`config.mk`:
```
export PLATFORM = sky130hd
export DESIGN_NAME = stepgen_ctrl_flat
export DESIGN_NICKNAME = d
export VERILOG_FILES = /design/src/rtl/stepgen_if.sv /design/src/rtl/stepgen_ctrl.sv /design/src/flat_wrapper.sv
export SDC_FILE = /design/constraint.sdc
export NUM_CORES = 1
export LEC_CHECK = 0
export CORE_MARGIN = 10
export CORE_UTILIZATION = 35
export DETAILED_ROUTE_END_ITERATION = 12
export DONT_BUFFER_PORTS = 1
export PLACE_DENSITY = 0.54
export SETUP_SLACK_MARGIN = 0.1
export SYNTH_ARGS = -nofsm -noshare
export SYNTH_HDL_FRONTEND = slang
export SYNTH_SLANG_ARGS = --single-unit
```
`constraint.sdc`:
```
create_clock -name clk -period 6.45 [get_ports clk]
set_clock_uncertainty 0.2 [all_clocks]
set_input_delay 0.9675 -clock clk [delete_from_list [all_inputs] [get_ports clk]]
set_output_delay 0.9675 -clock clk [all_outputs]
set_load 0.01 [all_outputs]
```
`src/rtl/stepgen_if.sv`:
```
// Host register bus for stepgen_ctrl.
// Write strobe/address/data plus a registered read port.
interface stepgen_if;
    logic        wr_en;
    logic [3:0]  wr_addr;
    logic [15:0] wr_data;
    logic [3:0]  rd_addr;
    logic [15:0] rd_data;

    modport master (
        output wr_en, wr_addr, wr_data, rd_addr,
        input  rd_data
    );

    modport slave (
        input  wr_en, wr_addr, wr_data, rd_addr,
        output rd_data
    );
endinterface

```
`src/rtl/stepgen_ctrl.sv`:
```
// Step generator bank controller: shadow registers, atomic commit,
// IDLE/RUN/FAULT enable sequencing and commit watchdog.
module stepgen_ctrl #(
    parameter int N  = 4,
    parameter int F  = 10,
    parameter int T  = 5,
    parameter int WD = 16
) (
    input  logic                 clk,
    input  logic                 nreset,
    stepgen_if.slave             bus,
    input  logic                 wd_tick,
    output logic [N*(F+1)-1:0]   velocity,
    output logic [T-1:0]         dirtime,
    output logic [T-1:0]         steptime,
    output logic                 enable,
    output logic                 fault
);

    typedef enum logic [1:0] {
        S_IDLE,
        S_RUN,
        S_FAULT
    } state_t;

    state_t        r_state;
    logic [F:0]    r_shadow [N];
    logic [F:0]    r_vel    [N];
    logic [T-1:0]  r_sh_dt;
    logic [T-1:0]  r_sh_st;
    logic [T-1:0]  r_dt;
    logic [T-1:0]  r_st;
    logic [WD-1:0] r_wd_reload;
    logic [WD-1:0] r_wd_count;
    logic          r_en_req;
    logic          r_enable;
    logic          r_fault;
    logic [15:0]   r_rd_data;

    logic          w_ctrl;
    logic          w_en_new;
    logic          w_commit;
    logic          w_wd_on;
    logic          w_expire;
    logic [15:0]   w_rd;

    assign w_ctrl   = bus.wr_en && (bus.wr_addr == 4'd9);
    assign w_en_new = w_ctrl ? bus.wr_data[0] : r_en_req;
    assign w_commit = w_ctrl && bus.wr_data[1] && (r_state != S_FAULT);
    assign w_wd_on  = (r_state == S_RUN) && wd_tick && (r_wd_reload != '0);
    // A tick on count 0 or 1 expires, unless a commit reloads this cycle.
    assign w_expire = w_wd_on && (r_wd_count <= WD'(1)) && !w_commit;

    always_ff @(posedge clk or negedge nreset) begin
        if (!nreset) begin
            for (int i = 0; i < N; i++) r_shadow[i] <= '0;
            r_sh_dt     <= '0;
            r_sh_st     <= '0;
            r_wd_reload <= '0;
            r_en_req    <= 1'b0;
        end else if (bus.wr_en) begin
            for (int i = 0; i < N; i++)
                if (bus.wr_addr == 4'(i))
                    r_shadow[i] <= bus.wr_data[F:0];
            if (bus.wr_addr == 4'd8) begin
                r_sh_dt <= bus.wr_data[T-1:0];
                r_sh_st <= bus.wr_data[8+T-1:8];
            end
            if (bus.wr_addr == 4'd9)
                r_en_req <= bus.wr_data[0];
            if (bus.wr_addr == 4'd10)
                r_wd_reload <= bus.wr_data[WD-1:0];
        end
    end

    always_ff @(posedge clk or negedge nreset) begin
        if (!nreset) begin
            r_state    <= S_IDLE;
            for (int i = 0; i < N; i++) r_vel[i] <= '0;
            r_dt       <= '0;
            r_st       <= '0;
            r_wd_count <= '0;
            r_enable   <= 1'b0;
            r_fault    <= 1'b0;
        end else begin
            if (w_commit) begin
                for (int i = 0; i < N; i++) r_vel[i] <= r_shadow[i];
                r_dt       <= r_sh_dt;
                r_st       <= r_sh_st;
                r_wd_count <= r_wd_reload;
            end else if (w_wd_on && (r_wd_count != '0)) begin
                r_wd_count <= r_wd_count - 1'b1;
            end

            // Later assignments below override the commit's velocity load.
            case (r_state)
                S_IDLE: begin
                    if (w_commit && w_en_new) begin
                        r_state  <= S_RUN;
                        r_enable <= 1'b1;
                    end
                end
                S_RUN: begin
                    if (w_ctrl && !w_en_new) begin
                        r_state  <= S_IDLE;
                        r_enable <= 1'b0;
                        for (int i = 0; i < N; i++) r_vel[i] <= '0;
                    end else if (w_expire) begin
                        r_state <= S_FAULT;
                        r_fault <= 1'b1;
                        for (int i = 0; i < N; i++) r_vel[i] <= '0;
                    end
                end
                S_FAULT: begin
                    if (w_ctrl && !bus.wr_data[0]) begin
                        r_state  <= S_IDLE;
                        r_enable <= 1'b0;
                        r_fault  <= 1'b0;
                    end
                end
                default: r_state <= S_IDLE;
            endcase
        end
    end

    always_comb begin
        w_rd = '0;
        for (int i = 0; i < N; i++)
            if (bus.rd_addr == 4'(i))
                w_rd = {{(15-F){r_vel[i][F]}}, r_vel[i]};
        case (bus.rd_addr)
            4'd8: begin
                w_rd[T-1:0]   = r_dt;
                w_rd[8+T-1:8] = r_st;
            end
            4'd9:  w_rd[2:0] = {r_fault, r_state == S_RUN, r_en_req};
            4'd10: w_rd[WD-1:0] = r_wd_count;
            default: ;
        endcase
    end

    always_ff @(posedge clk or negedge nreset) begin
        if (!nreset) r_rd_data <= '0;
        else         r_rd_data <= w_rd;
    end

    for (genvar gi = 0; gi < N; gi++) begin : g_vel
        assign velocity[gi*(F+1) +: F+1] = r_vel[gi];
    end

    assign dirtime     = r_dt;
    assign steptime    = r_st;
    assign enable      = r_enable;
    assign fault       = r_fault;
    assign bus.rd_data = r_rd_data;

endmodule

```
`src/flat_wrapper.sv`:
```
// flat-port wrapper written by rule: the top's interface ports become plain ports
module stepgen_ctrl_flat 
#(
    parameter int N  = 4,
    parameter int F  = 10,
    parameter int T  = 5,
    parameter int WD = 16
)
  (clk, nreset, wd_tick, velocity, dirtime, steptime, enable, fault, bus_wr_en, bus_wr_addr, bus_wr_data, bus_rd_addr, bus_rd_data);
  stepgen_if bus_i ();
  input  logic clk;
  input  logic nreset;
  input  logic wd_tick;
  output logic [N*(F+1)-1:0] velocity;
  output logic [T-1:0] dirtime;
  output logic [T-1:0] steptime;
  output logic enable;
  output logic fault;
  input wire logic [$bits(bus_i.wr_en)-1:0] bus_wr_en;
  input wire logic [$bits(bus_i.wr_addr)-1:0] bus_wr_addr;
  input wire logic [$bits(bus_i.wr_data)-1:0] bus_wr_data;
  input wire logic [$bits(bus_i.rd_addr)-1:0] bus_rd_addr;
  output wire logic [$bits(bus_i.rd_data)-1:0] bus_rd_data;
  assign bus_i.wr_en = bus_wr_en;
  assign bus_i.wr_addr = bus_wr_addr;
  assign bus_i.wr_data = bus_wr_data;
  assign bus_i.rd_addr = bus_rd_addr;
  assign bus_rd_data = bus_i.rd_data;
  stepgen_ctrl #(.N(N), .F(F), .T(T), .WD(WD)) u_core (.clk(clk), .nreset(nreset), .bus(bus_i), .wd_tick(wd_tick), .velocity(velocity), .dirtime(dirtime), .steptime(steptime), .enable(enable), .fault(fault));
endmodule
```
Word-level counts from Yosys, hierarchy flattened
Cells that the tools add are included.
{"block": "classes", "n_addsub": 1, "eq_ne": 21, "order_cmp": 1, "muxes": 28, "n_reduce_logical": 32}
{"op": "two-way mux 44 bit", "count": 4}
{"op": "two-way mux 16 bit", "count": 6}
{"op": "nonzero test 16 bit", "count": 2}
{"op": "equality test 4 bit (second input constant)", "count": 6}
{"op": "equality test 4 x 2 -> 1 bit (second input constant)", "count": 4}
{"op": "<= comparator 16 x 1 -> 1 bit (second input constant)", "count": 1}
{"op": "subtractor 16 x 1 -> 16 bit (second input constant)", "count": 1}
{"op": "AND reduction 2 bit", "count": 7}
{"op": "logical AND 1 bit", "count": 11}
{"op": "case mux 5 bit (2 select lines)", "count": 1}
{"op": "case mux 3 bit (3 select lines)", "count": 1}
{"op": "equality test 4 x 1 -> 1 bit (second input constant)", "count": 2}
{"op": "logical NOT 4 bit", "count": 2}
{"op": "two-way mux 2 bit", "count": 4}
{"op": "AND reduction 4 bit", "count": 2}
{"op": "two-way mux 1 bit", "count": 6}
{"op": "two-way mux 3 bit", "count": 2}
{"op": "!= test 2 x 1 -> 1 bit (second input constant)", "count": 3}
{"op": "!= test 2 bit (second input constant)", "count": 3}
{"op": "case mux 2 bit (3 select lines)", "count": 1}
{"op": "case mux 2 bit (2 select lines)", "count": 1}
{"op": "nonzero test 2 bit", "count": 2}
{"op": "logical NOT 1 bit", "count": 3}
{"op": "!= test 3 x 2 -> 1 bit (second input constant)", "count": 1}
{"op": "other kinds (7)", "count": 7}
{"block": "totals", "output_inout_bits": 72, "ff_bits": 161}

Logic depth before layout (Yosys ltp)
Gate-level depths: netlist (run 1).
{"block": "depth", "word_depth": 9, "depth_mapped": 9, "depth_no_buf": 7}

Least setup slack after synthesis (run 1)
OpenSTA, ideal clock, no wires.
{"block": "synth_path", "kind": "in2reg", "start": "input bus_wr_addr[2]", "end": "register u_core.r_state[0]", "path_slack_ps": 3719, "path_buffers": 0, "t_arrival_ps": 2406, "stages": 5, "setup_ps": 125, "required_ps": 6125, "cell_sequence": "nand3b_1 or3_2 o22a_1 a21oi_1 mux2_2"}
{"block": "synth_via", "elab_chain_cells": 8, "elab_cells_between_ends": 17}
{"element": "start: declaration", "line_no": "flat_wrapper.sv:20", "rtl": "input wire logic [$bits(bus_i.wr_addr)-1:0] bus_wr_addr;"}
{"element": "equality test 4 bit *", "line_no": "stepgen_ctrl.sv:47", "rtl": "assign w_ctrl = bus.wr_en && (bus.wr_addr == 4'd9);"}
{"element": "logical AND 1 bit *", "line_no": "stepgen_ctrl.sv:47"}
{"element": "logical AND 1 bit (2 in a row)", "line_no": "stepgen_ctrl.sv:49", "rtl": "assign w_commit = w_ctrl && bus.wr_data[1] && (r_state != S_FAULT);"}
{"element": "logical NOT 1 bit", "line_no": "stepgen_ctrl.sv:52", "rtl": "assign w_expire = w_wd_on && (r_wd_count <= WD'(1)) && !w_commit;"}
{"element": "logical AND 1 bit", "line_no": "stepgen_ctrl.sv:52"}
{"element": "!= test 3 x 2 -> 1 bit (no line)"}
{"element": "AND reduction 3 bit (no line)"}
{"element": "end signal: assignment", "line_no": "stepgen_ctrl.sv:78", "rtl": "r_state <= S_IDLE;"}
{"element": "end signal: assignment", "line_no": "stepgen_ctrl.sv:99", "rtl": "r_state <= S_RUN;"}
{"element": "end signal: assignment", "line_no": "stepgen_ctrl.sv:105", "rtl": "r_state <= S_IDLE;"}
{"element": "end: declaration", "line_no": "stepgen_ctrl.sv:26", "rtl": "state_t r_state;"}
Mark *: on every way between the ends. The rest lies on a longest branch, timed or not.
A chain may end at the register's enable or synchronous reset.

Final worst setup path (run 1)
{"block": "layout_path", "start": "register u_core.r_state[1]", "end": "register u_core.r_wd_count[7]"}
{"block": "layout_via", "elab_chain_cells": 5, "elab_cells_between_ends": 8}
{"element": "equality test 2 x 1 -> 1 bit", "line_no": "stepgen_ctrl.sv:50", "rtl": "assign w_wd_on = (r_state == S_RUN) && wd_tick && (r_wd_reload != '0);"}
{"element": "logical AND 1 bit (2 in a row)", "line_no": "stepgen_ctrl.sv:50"}
{"element": "logical AND 1 bit", "line_no": "stepgen_ctrl.sv:91", "rtl": "end else if (w_wd_on && (r_wd_count != '0)) begin"}
{"element": "nonzero test 2 bit (no line)"}
{"element": "end signal: assignment", "line_no": "stepgen_ctrl.sv:90", "rtl": "r_wd_count <= r_wd_reload;"}
{"element": "end signal: assignment", "line_no": "stepgen_ctrl.sv:92", "rtl": "r_wd_count <= r_wd_count - 1'b1;"}
{"element": "end: declaration", "line_no": "stepgen_ctrl.sv:34", "rtl": "logic [WD-1:0] r_wd_count;"}
Several ways; a longest one is shown, not always the timed one.

==> results.sh, run 1 <==
export IMPL_yosys_register_bits=161
export IMPL_drive_gt1_share_pct=22.3
export IMPL_fin_crit_sh_pct=44.3
export IMPL_ctsLongestPathBuffers=2
export IMPL_cts_root_buf="clkbuf_16"
export IMPL_area_delta_synth_final_pct=9.40
export IMPL_cts_hold_fix_buffers=0
export IMPL_dp_slack_ns=3.44
export IMPL_fp_dieH_um=164
export IMPL_clock_sinks=161
export IMPL_worst_r2r_cell_count=8
export IMPL_routed_top_layer="met4"
export IMPL_arrival_ns=2.99
export IMPL_clk_insertion_delay_late_ns=0.42
export IMPL_fin_nets=654
export IMPL_insertedDiodeCount=0
export IMPL_status="finished clean"
export IMPL_grt_pass1_vias=4834
export IMPL_grt_pass1_wl_mm=29.3
export IMPL_ios=100
export IMPL_gr_total_overflow=0
export IMPL_met1Wirelength_mm=7.96
export IMPL_synth_most_common_cell="dfrtp_1"
export IMPL_yosysTopAreaCell="dfrtp_1"
export IMPL_drtIter0Drc=302
export IMPL_synthArstFlopShare_pct=100
export IMPL_worst_setup_path_start_kind="register"
export IMPL_cp_required_ns=6.59
export IMPL_peakVddDrop_mv=0.174
export IMPL_slew_headroom_pct=50.1
export IMPL_cts_tree="built"
export IMPL_hold_class="primary input to asynchronous set/reset pin"
export IMPL_antenna_found_initial=0
export IMPL_die_w_um=164
export IMPL_netlist_area_um2=7280
export IMPL_core_um2=20400
export IMPL_synthTopCellsByArea="dfrtp_1 (55%), mux2_2 (11%), nand2_1 (7.7%)"
export IMPL_routedWlPerCell_um=21.0
export IMPL_final_setup_viol_count=0
export IMPL_via_per_inst=5.24
export IMPL_met3_length_mm=1.44
export IMPL_endpoint_kind="register"
export IMPL_io_buffers=0
export IMPL_rows=52
export IMPL_antenna_left=0
export IMPL_synth_cells=629
export IMPL_worst_pin_slew_ns=0.746
export IMPL_synth_top_area_share_pct=55.3
export IMPL_synth_edff_count=0
export IMPL_synthFlopType="dfrtp_1"
export IMPL_min_period_ns=2.86
export IMPL_synth_yosys_warnings=0
export IMPL_drc=0
export IMPL_htreeDepth=4
export IMPL_cts_clk_slew_worst_paths_ns=0.07
export IMPL_leakage_uw=0.00347
export IMPL_slew_viol_final=0
export IMPL_postCtsSetupBuffers=0
export IMPL_post_cts_resize_count=0
export IMPL_dp_hpwl_mm=13.3
export IMPL_dr_wl_met2_mm=9.38
export IMPL_avgSynthCellArea_um2=11.6
export IMPL_routed_wl_mm=18.9
export IMPL_gp_congestion=0.782
export IMPL_synth_distinct_cells=58
export IMPL_syn_nets=664
export IMPL_dieArea_um2=27000
export IMPL_drv_cap=0
export IMPL_tns_ns=0
export IMPL_finalHoldViolations=0
export IMPL_ys_seq_area_share_pct=55.3
export IMPL_detail_route_first_pass_iterations=5
export IMPL_start_util_pct=35.8
export IMPL_crit_type="register to register"
export IMPL_fmax_mhz=350
export IMPL_route_vias_total=4727
export IMPL_path_max_fanout=12
export IMPL_rsz0062_at_grt="no"
export IMPL_power_per_cell_area_nw_per_um2=378
export IMPL_hold_slack_ns=0.0389
export IMPL_grt_use_total_pct=14.2
export IMPL_fin_ws_ns=3.59
export IMPL_cts_buffers=17
export IMPL_ys_top_cells_by_count="dfrtp_1 (161), nand2_1 (149), mux2_2 (72)"
export IMPL_grt_max_degree=162
[worst max-delay path, stage by stage (launching register included)]
cell and delay [ns]:
dfrtp_1 0.40, inv_1 0.10, ha_1 0.25, nand2_1 0.11, a41oi_1 0.17, buf_4 0.23, nand4_1 0.37, or4b_2 0.75
a31oi_1 0.19
[power by group]
group          switching [µW]  internal (µW)  leakage (µW)  total, µW
sequential                282           1240       0.00206       1530
combinational             231            268       0.00112        499
clock                     424            560      0.000287        984
[registers in the layout, indices dropped and copies added, names as in the netlist]
name and count:
u_core.r_sh_dt 5, u_core.dirtime 5, u_core.velocity 44, u_core.r_state 2, u_core.r_shadow 44, u_core.bus.rd_data 16
u_core.fault 1, u_core.r_wd_count 16, u_core.steptime 5, u_core.r_sh_st 5, u_core.r_en_req 1, u_core.r_wd_reload 16
u_core.enable 1
[metal layers]
layer  vias to the layer above  GRT usage [%]
met5                         -              0
met4                         0           3.90
met3                         8           5.46
met2                       103           23.2
met1                      2431           17.3
li1                       2185              -
[per-stage QoR]
stage	util, %	total power (µW)	area [µm²]	std cells
final	39.1	3010	7970	902
after global routing	39.1	3170	7970	902
after CTS	39.1	3040	7970	902
after detailed placement	36.3	2050	7390	870
after global placement	36.3	2020	7390	870
after floorplan	-	1880	7280	629
[kinds of logic after synthesis]
kind of cell | Yosys count | synth area share (%)
and+or+nand+nor | 220 | 13.9
adders and majority gates | 7 | 1.20
DFF | 161 | 55.3
muxes | 96 | 16.3
xor gates and xnor gates | 9 | 1.08
AOI/OAI and AO/OA | 94 | 7.94
buffers and inverters | 42 | 4.23
[final cells by class]
type	instances	area, µm²
Clock buffer	19	453
Clock inverter	13	125
Fill cell	1954	12400
Inverter	6	22.5
Multi-Input combinational cell	426	2950
Sequential cell	161	4030
Tap cell	270	338
Timing Repair Buffer	7	52.6
[cell usage in the layout, fill, tap and decap left out, drive strengths merged, types with 7 or more instances in the layout]
| cell | synthesis | routed |
|---|---|---|
| ha | 7 | 7 |
| buf | 10 | 7 |
| mux2 | 72 | 72 |
| a21oi | 47 | 47 |
| mux2i | 13 | 13 |
| nand2 | 149 | 149 |
| nor2 | 21 | 21 |
| dfrtp | 161 | 161 |
| xor2 | 8 | 8 |
| nand3 | 7 | 7 |
| o21ai | 22 | 22 |
| clkbuf | 25 | 19 |
| mux4 | 11 | 11 |
| nor4 | 7 | 7 |
| inv | 6 | 12 |
[path summary, 6_finish.rpt]
path	startpoint	endpoint	slack, ns
hold reg to reg	u_core.r_sh_st[0]	u_core.steptime[0]	0.27
min in group clk	u_core.r_sh_st[0]	u_core.steptime[0]	0.27
setup reg to reg	u_core.r_state[1]	u_core.r_wd_count[7]	3.59
hold / removal	nreset	u_core.velocity[34]	0.04
setup / recovery	u_core.r_state[1]	u_core.r_wd_count[7]	3.59
max in group asynchronous	nreset	u_core.r_wd_count[11]	5.76
No activity file was read; power rests on OpenSTA's default activity.
==> inputs of run 2 (changes only) <==
Settings changed: PLACE_DENSITY 0.54 to 0.56.
Clock period 6.45 ns to 2.6 ns, I/O delays scaled along.
==> results.sh, run 2 (same netlist as run 1, synthesis figures left out) <==
export IMPL_switching_share_pct=31.7
export IMPL_leakage_uw=0.00358
export IMPL_gp_congestion=0.856
export IMPL_ctsLongestPathBuffers=2
export IMPL_arrival_ns=2.50
export IMPL_endpoint_kind="register"
export IMPL_cpPeakStageDelay_ns=0.65
export IMPL_num_fill_cells=1940
export IMPL_gr_total_overflow=0
export IMPL_detail_route_first_pass_iterations=5
export IMPL_hold_slack_ns=-0.542
export IMPL_power_per_cell_area_nw_per_um2=905
export IMPL_via_per_inst=5.33
export IMPL_path_delay_family="simple AND/OR/NAND/NOR gates"
export IMPL_cp_required_ns=2.74
export IMPL_core_um2=20400
export IMPL_fin_nets=680
export IMPL_status="finished, violations left"
export IMPL_p_seq_share_pct=50.8
export IMPL_die_w_um=164
export IMPL_fp_dieH_um=164
export IMPL_ios=100
export IMPL_tns_ns=0
export IMPL_clockPowerShare_pct=31.7
export IMPL_cts_hold_fix_buffers=20
export IMPL_p_sw_uw=2360
export IMPL_antenna_left=0
export IMPL_finalHoldViolations=161
export IMPL_failed_checks="hold timing"
export IMPL_cts_root_buf="clkbuf_16"
export IMPL_drc=0
export IMPL_drive_gt1_share_pct=22.2
export IMPL_cts_tree="built"
export IMPL_rows=52
export IMPL_start_util_pct=35.8
export IMPL_clk_insertion_delay_late_ns=0.43
export IMPL_path_max_fanout=5
export IMPL_rsz0062_at_grt="no"
export IMPL_fin_crit_sh_pct=90.8
export IMPL_crit_top_cell="nand4_1"
export IMPL_crit_type="register to register"
export IMPL_combPwrFrac_pct=17.6
export IMPL_grt_max_degree=162
export IMPL_crit_path_top_delay_cell="or4b_2"
export IMPL_cts_clk_slew_worst_paths_ns=0.07
export IMPL_hold_class="primary input to asynchronous set/reset pin"
export IMPL_io_buffers=0
export IMPL_grt_pass1_vias=5138
export IMPL_layout_commonest_cell="dfrtp_1"
export IMPL_dp_hpwl_mm=13.3
export IMPL_grt_use_total_pct=14.7
export IMPL_grt_pass1_wl_mm=30.3
export IMPL_worst_setup_path_start_kind="register"
export IMPL_antenna_found_initial=1
export IMPL_area_delta_synth_final_pct=12.8
export IMPL_route_vias_total=4956
export IMPL_path_cells="inv_1 > ha_1 > nor2b_1 > nand4_1 > nand4_1 > or4b_2 > a31oi_1"
export IMPL_htreeDepth=4
export IMPL_slew_headroom_pct=55.3
export IMPL_peakVddDrop_mv=0.484
export IMPL_cts_buffers=17
export IMPL_dieArea_um2=27000
export IMPL_final_cell_mix="dfrtp_1 (161), nand2_1 (149), mux2_2 (72)"
export IMPL_multiInputGateArea_um2=2950
export IMPL_drtIter0Drc=379
export IMPL_clock_sinks=161
export IMPL_worst_pin_slew_ns=0.670
export IMPL_slew_viol_final=0
export IMPL_routedWlPerCell_um=20.9
export IMPL_finalPower_uw=7430
export IMPL_final_setup_viol_count=0
export IMPL_final_seq_area_um2=4030
export IMPL_cp_num_buf_inv=1
export IMPL_drv_cap=0
export IMPL_power_internal_uw=5080
export IMPL_min_period_ns=2.36
export IMPL_routed_wl_mm=19.4
export IMPL_fmax_mhz=423
run 2: cell types whose count changed in the layout (fill, tap and decap cells not counted):
cell and delta:
inv_6 -1, bufinv_16 -1, dlygate4sd3_1 +20, buf_12 +2, clkinv_4 +2, buf_4 +4
diode_2 +1, clkbuf_1 +1, clkinvlp_4 -1
run 2: layer usage:
metal,GRT usage [%],routed length [µm]
met1,17.9,8200
met3,4.63,1400
met5,0,0
met4,4.63,225
met2,24.3,9620
run 2: cell type report:
cell class / count / area share, %
Antenna cell: 1 / 0.0305
Clock buffer: 20 / 5.56
Clock inverter: 12 / 1.17
Inverter: 6 / 0.274
Multi-Input combinational cell: 426 / 35.9
Sequential cell: 161 / 49.1
Tap cell: 270 / 4.11
Timing Repair Buffer: 33 / 3.93
run 2: worst paths after layout:
kind / to / depth (start not counted) / startpoint / slack (ns)
worst max register to register: u_core.r_wd_count[7] / 7 / u_core.r_wd_count[0] / 0.24
worst min-delay path: u_core.velocity[11] / 0 / nreset / -0.54
max in group asynchronous: u_core.r_state[1] / 0 / nreset / 2.49
worst min register to register: u_core.dirtime[0] / 2 / u_core.r_sh_dt[0] / 0.26
min in group clk: u_core.bus.rd_data[9] / 2 / bus_rd_addr[1] / 0.03
worst max-delay path: u_core.r_wd_count[7] / 7 / u_core.r_wd_count[0] / 0.24
run 2: through the flow:
stage	cell area, µm²	hold WS, ns	setup WS, ns	util (%)	instances
final	8210	-0.542	0.238	40.3	929
after global routing	8210	-0.567	0.116	40.3	929
after CTS	8210	-0.560	0.239	40.3	928
after detailed placement	7460	-0.0986	0.256	36.6	876
after global placement	7460	-0.0986	0.362	36.6	876
after floorplan	7280	-0.106	0.416	-	629
run 2: what timing repair did:
item                                   CTS  global route
resized for setup                        0             0
endpoints found under the hold margin  236           161
buffers inserted                         0             0
run 2: power groups by stage:
stage                     registers, µW  clock network (µW)  logic, µW
final                              3770                2350       1310
after global routing               3870                2510       1460
after floorplan                    3570                   0       1090
after detailed placement           3820                   0       1260
after global placement             3800                   0       1210
after CTS                          3780                2400       1320
==> RTL edit (flow settings as in run 2) <==
Make the reset (`nreset`) synchronous in 3 clocked blocks.
--- a/src/rtl/stepgen_ctrl.sv
+++ b/src/rtl/stepgen_ctrl.sv
@@ -52,5 +52,5 @@
     assign w_expire = w_wd_on && (r_wd_count <= WD'(1)) && !w_commit;
 
-    always_ff @(posedge clk or negedge nreset) begin
+    always_ff @(posedge clk) begin
         if (!nreset) begin
             for (int i = 0; i < N; i++) r_shadow[i] <= '0;
@@ -74,5 +74,5 @@
     end
 
-    always_ff @(posedge clk or negedge nreset) begin
+    always_ff @(posedge clk) begin
         if (!nreset) begin
             r_state    <= S_IDLE;
@@ -140,5 +140,5 @@
     end
 
-    always_ff @(posedge clk or negedge nreset) begin
+    always_ff @(posedge clk) begin
         if (!nreset) r_rd_data <= '0;
         else         r_rd_data <= w_rd;
Function: differs if nreset is asserted again (counterexample within 4 cycles, from zero or initial values and one cycle with nreset low); with nreset held inactive, the same outputs for 4 cycles.
==> RTL edit against run 2 <==
- area after synthesis fell by 7.5%
- design area is 4.1% lower
- worst setup slack lost 0.0030 ns
- routed wire length rose by 3.3%
- hold slack improved by 0.57 ns
- sequential cell count unchanged
- utilization rose by 1.5 points
- sequential share of layout area fell by 2.5 points
- maximum frequency decreased by 0.13%
- critical endpoint is now u_core.r_vel[0][3]$_SDFFE_PP0P_
- highest routed layer is now met5
Power is not compared: it rests on default switching activity, and its combinational part moved more than twofold at a synthesized area within 25%.
==> RTL edit: results <==
group,metric,value,unit
status,status,"finished, final reports clean",
finish,nets,761,
drt,wl_met2,8910,um
finish,drive_gt1_share,9.19,%
synth,synth_seq_area_share,54.4,%
min_path,hold_class,"in -> reg",
finish,layout.cells.non_filler,1001,
placement,gp_congestion,0.851,
synth,yosysTopAreaCell,"dfxtp_1",
finish,nFillCells,1845,
drt,first_iter_violations,394,
global_routing,grt_max_degree,45,
placement,postPlaceCellArea,7050,um2
global_routing,grt_use_met2,22.7,%
placement,placed_cells,946,
synth,async_reset_ff_share,0,%
global_routing,met3_usage,6.22,%
global_routing,use_met1,20.5,%
global_routing,grt_usage,15.5,%
drt,wl_met3,1970,um
drt,detail_route.wl_per_cell,20.1,um
power_and_ir_drop,vdd_drop_max,322,uV
timing,slew_headroom,57.8,%
placement,place_ws,0.308,ns
synth,synth_mux_area_share,6.47,%
placement,hpwl,14500,um
synth,ys_top_cells_by_count,"nand2_1, dfxtp_1, a21oi_1",
clock_network,path_clk_slew,0.07,ns
drt,met1_length,8900,um
synth,synth_nets,745,
synth,yosys.area_share.adder,1.11,%
drt,post_drt_via_cell_ratio,5.26,
worst_setup_path,max_stage_delay,0.41,ns
synth,synthTopCellsByArea,"dfxtp_1, edfxtp_1, nand2_1, a21oi_1, and2_1",
global_routing,grt_pass1_wl,30700,um
finish,largestRegisters,"u_core.r_shadow x44, u_core.r_vel x44",
worst_setup_path,slowest_stage,"dfxtp_1",
synth,syn_avg_cell_area,9.47,um2
worst_setup_path,crit_arrival,2.52,ns
drt,dr.pass1.iters,7,
synth,synth_compound_area_share,11.6,%
synth,synth-xor-area-share,1.82,%
drt,remaining_drc_errors,0,
worst_setup_path,crit_path_max_fanout,30,
global_routing,first_global_vias,4929,
synth,synth_edf_count,44,
drt,top_layer_used,"met5",
global_routing,antenna_found_initial,2,
clock_network,clk_latency,0.43,ns
[RTL edit: logic make-up (layout without fill, tap and decap cells)]
group,count (synthesis),after routing
simple gates,308,308
flops,161,161
xor+xnor,14,14
mux,32,32
other cells,0,1
fa+ha+maj,6,6
compound gates,140,140
buf+inv,50,79
[RTL edit: layout make-up]
type                            instances  area [um2]  share of cell area (%)
Antenna cell                            1        2.50                  0.0318
Sequential cell                       161        3660                    46.5
Timing Repair Buffer                   39         373                    4.74
Multi-Input combinational cell        500        2890                    36.6
Clock buffer                           18         439                    5.58
Tap cell                              260         325                    4.13
Inverter                                8        30.0                   0.381
Clock inverter                         14         155                    1.97
[RTL edit: repair_timing]
action	in CTS	in global routing
setup buffers	0	0
setup endpoints to repair	0	1
hold buffers	21	1
gates resized for setup	0	1
endpoints found under the hold margin	83	1
[RTL edit: path summary, 6_finish.rpt]
kind	startpoint	to	slack, ns	cells past startpoint
worst max-delay path	u_core.r_state[0]$_SDFFE_PN0P_	u_core.r_vel[0][3]$_SDFFE_PP0P_	0.24	7
worst min-delay path	bus_rd_addr[3]	u_core.bus.rd_data[1]$_SDFF_PN0_	0.03	3
worst max register to register	u_core.r_state[0]$_SDFFE_PN0P_	u_core.r_vel[0][3]$_SDFFE_PP0P_	0.24	7
worst min register to register	u_core.r_sh_dt[2]$_SDFFE_PN0P_	u_core.dirtime[2]$_SDFFE_PN0P_	0.26	2
[RTL edit: power by group]
group	switching [mW]	total, mW	internal (mW)	leakage [nW]
Combinational	0.170	0.275	0.106	1.11
Sequential	0.0465	2.68	2.64	1.36
Clock	1.04	2.49	1.45	0.283
[RTL edit: tightest hold or removal path, delay by kind of cell]
kind / cells / cell delay [ns]
simple gates: 2 / 0.18
compound gates: 1 / 0.06
